[src/rtl/mult_arbiter.sv]
// mult_arbiter
//   Round-robin arbiter sharing one pipelined 16x16 unsigned multiplier
//   between NUM_REQ requesters. Each requester has at most one operation
//   outstanding; its product is returned through a one-entry result register.
//
// Ports
//   clk, rst        clock and asynchronous active-high reset (shared with multiplier)
//   req_valid/ready per-requester operand handshake (req_ready is a one-hot grant)
//   req_a, req_b    packed operands, requester i at [16i+15:16i]
//   resp_valid/ready per-requester result handshake
//   resp_prod       packed products, requester i at [32i+31:32i]
//   mult_a, mult_b  operands driven to the external multiplier
//   mult_prod       product from the external multiplier (MULT_LAT edges later)
//   busy            any requester has an operation pending
module mult_arbiter #(
    parameter int NUM_REQ  = 4,
    parameter int MULT_LAT = 3
) (
    input  logic                  clk,
    input  logic                  rst,
    input  logic [NUM_REQ-1:0]    req_valid,
    output logic [NUM_REQ-1:0]    req_ready,
    input  logic [16*NUM_REQ-1:0] req_a,
    input  logic [16*NUM_REQ-1:0] req_b,
    output logic [NUM_REQ-1:0]    resp_valid,
    input  logic [NUM_REQ-1:0]    resp_ready,
    output logic [32*NUM_REQ-1:0] resp_prod,
    output logic [15:0]           mult_a,
    output logic [15:0]           mult_b,
    input  logic [31:0]           mult_prod,
    output logic                  busy
);

    localparam int          TAG_W = (NUM_REQ > 1) ? $clog2(NUM_REQ) : 1;
    localparam int unsigned NR    = NUM_REQ;

    logic [NUM_REQ-1:0]             r_pending;
    logic [TAG_W-1:0]               r_last_grant;
    logic [MULT_LAT-1:0]            r_tag_v;
    logic [TAG_W-1:0]               r_tag [MULT_LAT];
    logic [NUM_REQ-1:0]             r_resp_valid;
    logic [NUM_REQ-1:0][31:0]       r_resp_prod;

    logic [NUM_REQ-1:0][15:0]       w_req_a;
    logic [NUM_REQ-1:0][15:0]       w_req_b;
    logic [NUM_REQ-1:0]             w_elig;
    logic [NUM_REQ-1:0]             w_grant;
    logic [TAG_W-1:0]               w_grant_idx;
    logic                           w_issue;

    assign w_req_a = req_a;
    assign w_req_b = req_b;
    assign w_elig  = req_valid & ~r_pending;

    // Requester index at distance 'off' past 'base', wrapping at NUM_REQ.
    function automatic logic [TAG_W-1:0] rr_idx(input logic [TAG_W-1:0] base,
                                                 input int unsigned     off);
        int unsigned sum;
        sum = (32'(base) + off) % NR;
        return TAG_W'(sum);
    endfunction

    // Search starts one past the last grant; offset NR lands back on the
    // last granted requester, so it has lowest priority.
    always_comb begin
        w_grant     = '0;
        w_grant_idx = '0;
        w_issue     = 1'b0;
        for (int unsigned k = 1; k <= NR; k++) begin
            if (!w_issue && w_elig[rr_idx(r_last_grant, k)]) begin
                w_issue     = 1'b1;
                w_grant_idx = rr_idx(r_last_grant, k);
            end
        end
        if (rst) begin
            w_issue     = 1'b0;
            w_grant_idx = '0;
        end
        if (w_issue) begin
            w_grant[w_grant_idx] = 1'b1;
        end
    end

    assign req_ready  = w_grant;
    assign mult_a     = w_issue ? w_req_a[w_grant_idx] : '0;
    assign mult_b     = w_issue ? w_req_b[w_grant_idx] : '0;
    assign resp_valid = r_resp_valid;
    assign resp_prod  = r_resp_prod;
    assign busy       = |r_pending;

    always_ff @(posedge clk or posedge rst) begin
        if (rst) begin
            r_pending    <= '0;
            r_last_grant <= TAG_W'(NUM_REQ - 1);
            r_tag_v      <= '0;
            for (int unsigned s = 0; s < MULT_LAT; s++) begin
                r_tag[s] <= '0;
            end
            r_resp_valid <= '0;
            r_resp_prod  <= '0;
        end else begin
            if (w_issue) begin
                r_last_grant <= w_grant_idx;
            end

            // Tag pipeline mirrors the multiplier so the last stage names the
            // owner of the product currently on mult_prod.
            r_tag_v[0] <= w_issue;
            r_tag[0]   <= w_grant_idx;
            for (int unsigned s = 1; s < MULT_LAT; s++) begin
                r_tag_v[s] <= r_tag_v[s-1];
                r_tag[s]   <= r_tag[s-1];
            end

            // A grant and a response handshake never hit the same requester
            // in one cycle, since pending blocks the grant until consumption.
            r_pending <= (r_pending | w_grant) & ~(r_resp_valid & resp_ready);

            for (int unsigned i = 0; i < NR; i++) begin
                if (r_resp_valid[i] && resp_ready[i]) begin
                    r_resp_valid[i] <= 1'b0;
                end
            end

            if (r_tag_v[MULT_LAT-1]) begin
                r_resp_valid[r_tag[MULT_LAT-1]] <= 1'b1;
                r_resp_prod[r_tag[MULT_LAT-1]]  <= mult_prod;
            end
        end
    end

endmodule
[config.mk]
export PLATFORM = sky130hd
export DESIGN_NAME = mult_arbiter
export DESIGN_NICKNAME = d
export VERILOG_FILES = /design/src/rtl/mult_arbiter.sv
export SDC_FILE = /design/constraint.sdc
export NUM_CORES = 1
export LEC_CHECK = 0
export ABC_CLOCK_PERIOD_IN_PS = 15600
export CAP_MARGIN = 20
export CELL_PAD_IN_SITES_DETAIL_PLACEMENT = 0
export CELL_PAD_IN_SITES_GLOBAL_PLACEMENT = 1
export CORE_MARGIN = 3
export CORE_UTILIZATION = 33
export DETAILED_ROUTE_END_ITERATION = 10
export GPL_TIMING_DRIVEN = 0
export HOLD_SLACK_MARGIN = 0.15
export PLACE_DENSITY = 0.84
export SYNTH_ARGS = -nofsm -noshare
export SYNTH_HDL_FRONTEND = slang
export SYNTH_SLANG_ARGS = --single-unit
[constraint.sdc]
create_clock -name clk -period 15.6 [get_ports clk]
set_input_delay 3.12 -clock clk [delete_from_list [all_inputs] [get_ports clk]]
set_output_delay 3.12 -clock clk [all_outputs]
set_load 0.01 [all_outputs]
==> run_results.csv <==
group,metric,value,unit
sta,skew,0.00986,ns
sta,fin_tns_setup,0,ns
cts,cts_tree,"yes",
synth,synth_nets,666,
sta,slew_headroom,0.538,
sta,fmax,111,MHz
power_and_ir_drop,power.density,195,mW/mm^2
cts,cts.sinks,147,
cells_and_area,diodes,0,
worst_setup_path,crit_path_frequent_cell,"clkdlybuf4s50_1",
drt,via_per_inst,4.86,
power_and_ir_drop,peakVddDrop,77.8,uV
worst_hold_path,holdCritStartpoint,"r_tag[3]$_DFF_PP0_",
sta,maxSlewViolCount,0,
worst_setup_path,crit_fanout,49,
synth,async_flop_share,1.00,
worst_setup_path,worstReg2RegEnd,"r_pending[1]$_DFF_PP0_",
grt,track_usage,0.196,
synth,avgSynthCellArea,13.2,um^2
floorplan,die_width,147,um
worst_setup_path,crit_required,12.48,ns
cts,cts_resized,0,
grt,antenna_found_initial,0,
sta,worst_slack,6.62,ns
sta,tightestPinTransition,0.694,ns
worst_hold_path,hold_class,"register to register",
job,drv_cap,0,
drt,antenna_left,0,
grt,overflow,0,
worst_setup_path,end_kind,"primary output",
worst_setup_path,cp-start-kind,"primary input",
cells_and_area,finalNonFillerCells,1127,
floorplan,core-area,0.0191,mm^2
grt,grt_pass1_wl,32700,um
cts,clock-root-buffer,"clkbuf_16",
floorplan,die_area,0.0215,mm^2
synth,synth_area,0.00653,mm^2
worst_setup_path,reg2reg_depth,6,
synth,ys_warn_count,0,
outcome,status,"completed",
worst_setup_path,critical_path_class,"primary input to primary output",
cells_and_area,final_nets,1024,
worst_setup_path,slowest_delay,0.58,ns
synth,synth_edf_count,0,
cells_and_area,syn2layout_area_growth,66.5,%
power_and_ir_drop,total_power,2120,uW
worst_hold_path,hold_end,"r_tag[1]$_DFF_PP0_",
cells_and_area,n_fill_cell,1661,
synth,ys_seq_area_frac,0.564,
worst_setup_path,rr_startpoint,"r_pending[1]$_DFF_PP0_",
worst_setup_path,critPathSlowestCell,"clkdlybuf4s50_1",
grt,grt_pass1_vias,5781,
floorplan,rows,50,
cts,cts_buffer_depth,2,
worst_setup_path,arrival,5.86,ns
cts,clock_latency,0.43,ns
worst_hold_path,hold_depth,0,
grt,grt_start_max_net_pins,101,
synth,synth_cells,496,
cts,clk_pin_slew_worst_paths,0.06,ns
worst_setup_path,crit_chain,"clkdlybuf4s50_1 > inv_6 > o31a_1 > clkbuf_1 > and3_1 > a21oi_1 > o22ai_1 > clkdlybuf4s50_1",
place,portBuffers,338,
cts,cts_made_buffers,17,
drt,wirelength,21200,um
floorplan,die_h,147,um
place,place_inst,1095,
place,dp_hpwl,16500,um
synth,ys_ff_latch,147,
drt,drt_pass1_iterations,4,
floorplan,start_util,0.342,
cts,postCtsHoldBufs,0,
sta,layout_min_cycle_time,8.98,ns
sta,setup_viol,0,
synth,synthDistinctLibCells,40,
place,gp_congestion,0.803,
place,post-place-ws,6.54,ns
worst_setup_path,rrSetupSlack,13.64,ns
power_and_ir_drop,leakage,0.00461,uW
floorplan,io_pins,339,
drt,vias,5474,
sta,final.period_utilization,0.576,
sta,hold_violations,0,
cts,htreeDepth,4,
drt,drt_iter0_markers,202,
drt,routedWlPerCell,18.8,um
sta,rsz0062_at_grt,"false",
drt,drc,0,
cells_and_area,drive_above_1_share,0.210,
synth,synth_ff_type,"dfrtp_1",
cts,cts_setup_buffers,0,
-- cell families after synthesis --
group,after synthesis,share of synthesized area
flops,147,0.564
simple gates,56,0.0527
compound gates,88,0.0813
buf+inv,48,0.0368
mux,157,0.265
-- layout by cell type, fill, tap and decap left out, drive strengths merged, types with 2 or more instances in the layout --
cell type and instances:
mux2i 29, nor2b 2, a2bb2oi 4, inv 21, clkinv 4, a21oi 35, clkbuf 35, o22ai 29
nand2 2, dfrtp 145, buf 17, a31oi 3, clkinvlp 2, and3 29, mux2 128, dfstp 2
nand2b 3, o21ai 9, nand3b 2, bufinv 2, nor2 6, clkdlybuf4s50 338, nor3 3, and2b 2
-- synthesized netlist by cell type, drive strengths merged, types with 3 or more instances --
| cell type | n | area share |
|---|---|---|
| mux2i | 29 | 0.044 |
| o21ai | 9 | 0.0075 |
| clkbuf | 17 | 0.0098 |
| dfrtp | 145 | 0.56 |
| a31oi | 3 | 0.0029 |
| nor3 | 3 | 0.0023 |
| inv | 15 | 0.0086 |
| and3 | 29 | 0.028 |
| a2bb2oi | 4 | 0.0054 |
| o22ai | 29 | 0.028 |
| nor2 | 6 | 0.0035 |
| mux2 | 128 | 0.22 |
| buf | 16 | 0.018 |
| a21oi | 35 | 0.027 |
| nand2b | 3 | 0.0029 |
-- through the flow --
step / util / hold slack (ns) / instance area [um^2]
after floorplan: - / 0.331 / 6530
after global placement: 0.536 / 0.332 / 10200
after detailed placement: 0.538 / 0.335 / 10300
after CTS: 0.570 / 0.348 / 10900
after global routing: 0.570 / 0.356 / 10900
final: 0.570 / 0.347 / 10900
-- power by group --
group	leakage (uW)	switching (uW)	total, uW	internal, uW
registers	0.00173	93.5	662	569
clock network	0.000288	171	411	241
logic	0.00259	427	1040	615
total	0.00461	691	2120	1420
-- worst max-delay path, delay by kind of cell --
| kind | cells | cell delay, ns |
|---|---|---|
| buf+inv | 4 | 1.85 |
| compound gates | 3 | 0.63 |
| simple gates | 1 | 0.23 |
-- layout make-up --
| class | count | area (um^2) | area share |
|---|---|---|---|
| Inverter | 15 | 61.3 | 0.00564 |
| Clock inverter | 14 | 171 | 0.0158 |
| Clock buffer | 18 | 429 | 0.0395 |
| Tap cell | 260 | 325 | 0.0299 |
| Sequential cell | 147 | 3680 | 0.339 |
| Multi-Input combinational cell | 301 | 2610 | 0.240 |
| Timing Repair Buffer | 339 | 3410 | 0.314 |
| Buffer | 33 | 184 | 0.0169 |
-- worst max path at each step --
stage,from,to,slack [ns]
2_1_floorplan,rst,mult_b[10],5.13
3_3_place_gp,rst,mult_b[8],2.49
3_5_place_dp,rst,mult_b[8],6.54
4_1_cts,rst,mult_b[8],6.52
5_1_grt,rst,mult_b[8],6.38
6_report,rst,mult_b[12],6.62
-- routing by layer --
metal  wire (um)  global-route usage  part of all wire
met4         419              0.0588             0.020
met2       10900               0.349              0.51
met1        8180               0.223              0.39
met5           0                   0                 0
met3        1700              0.0680             0.080
-- registers in the layout, summed over array words and instances, names as in the netlist --
register	flops
r_last_grant	2
r_pending	4
r_tag	6
r_tag_v	3
resp_prod	128
resp_valid	4
(Power assumes the default switching activity.)
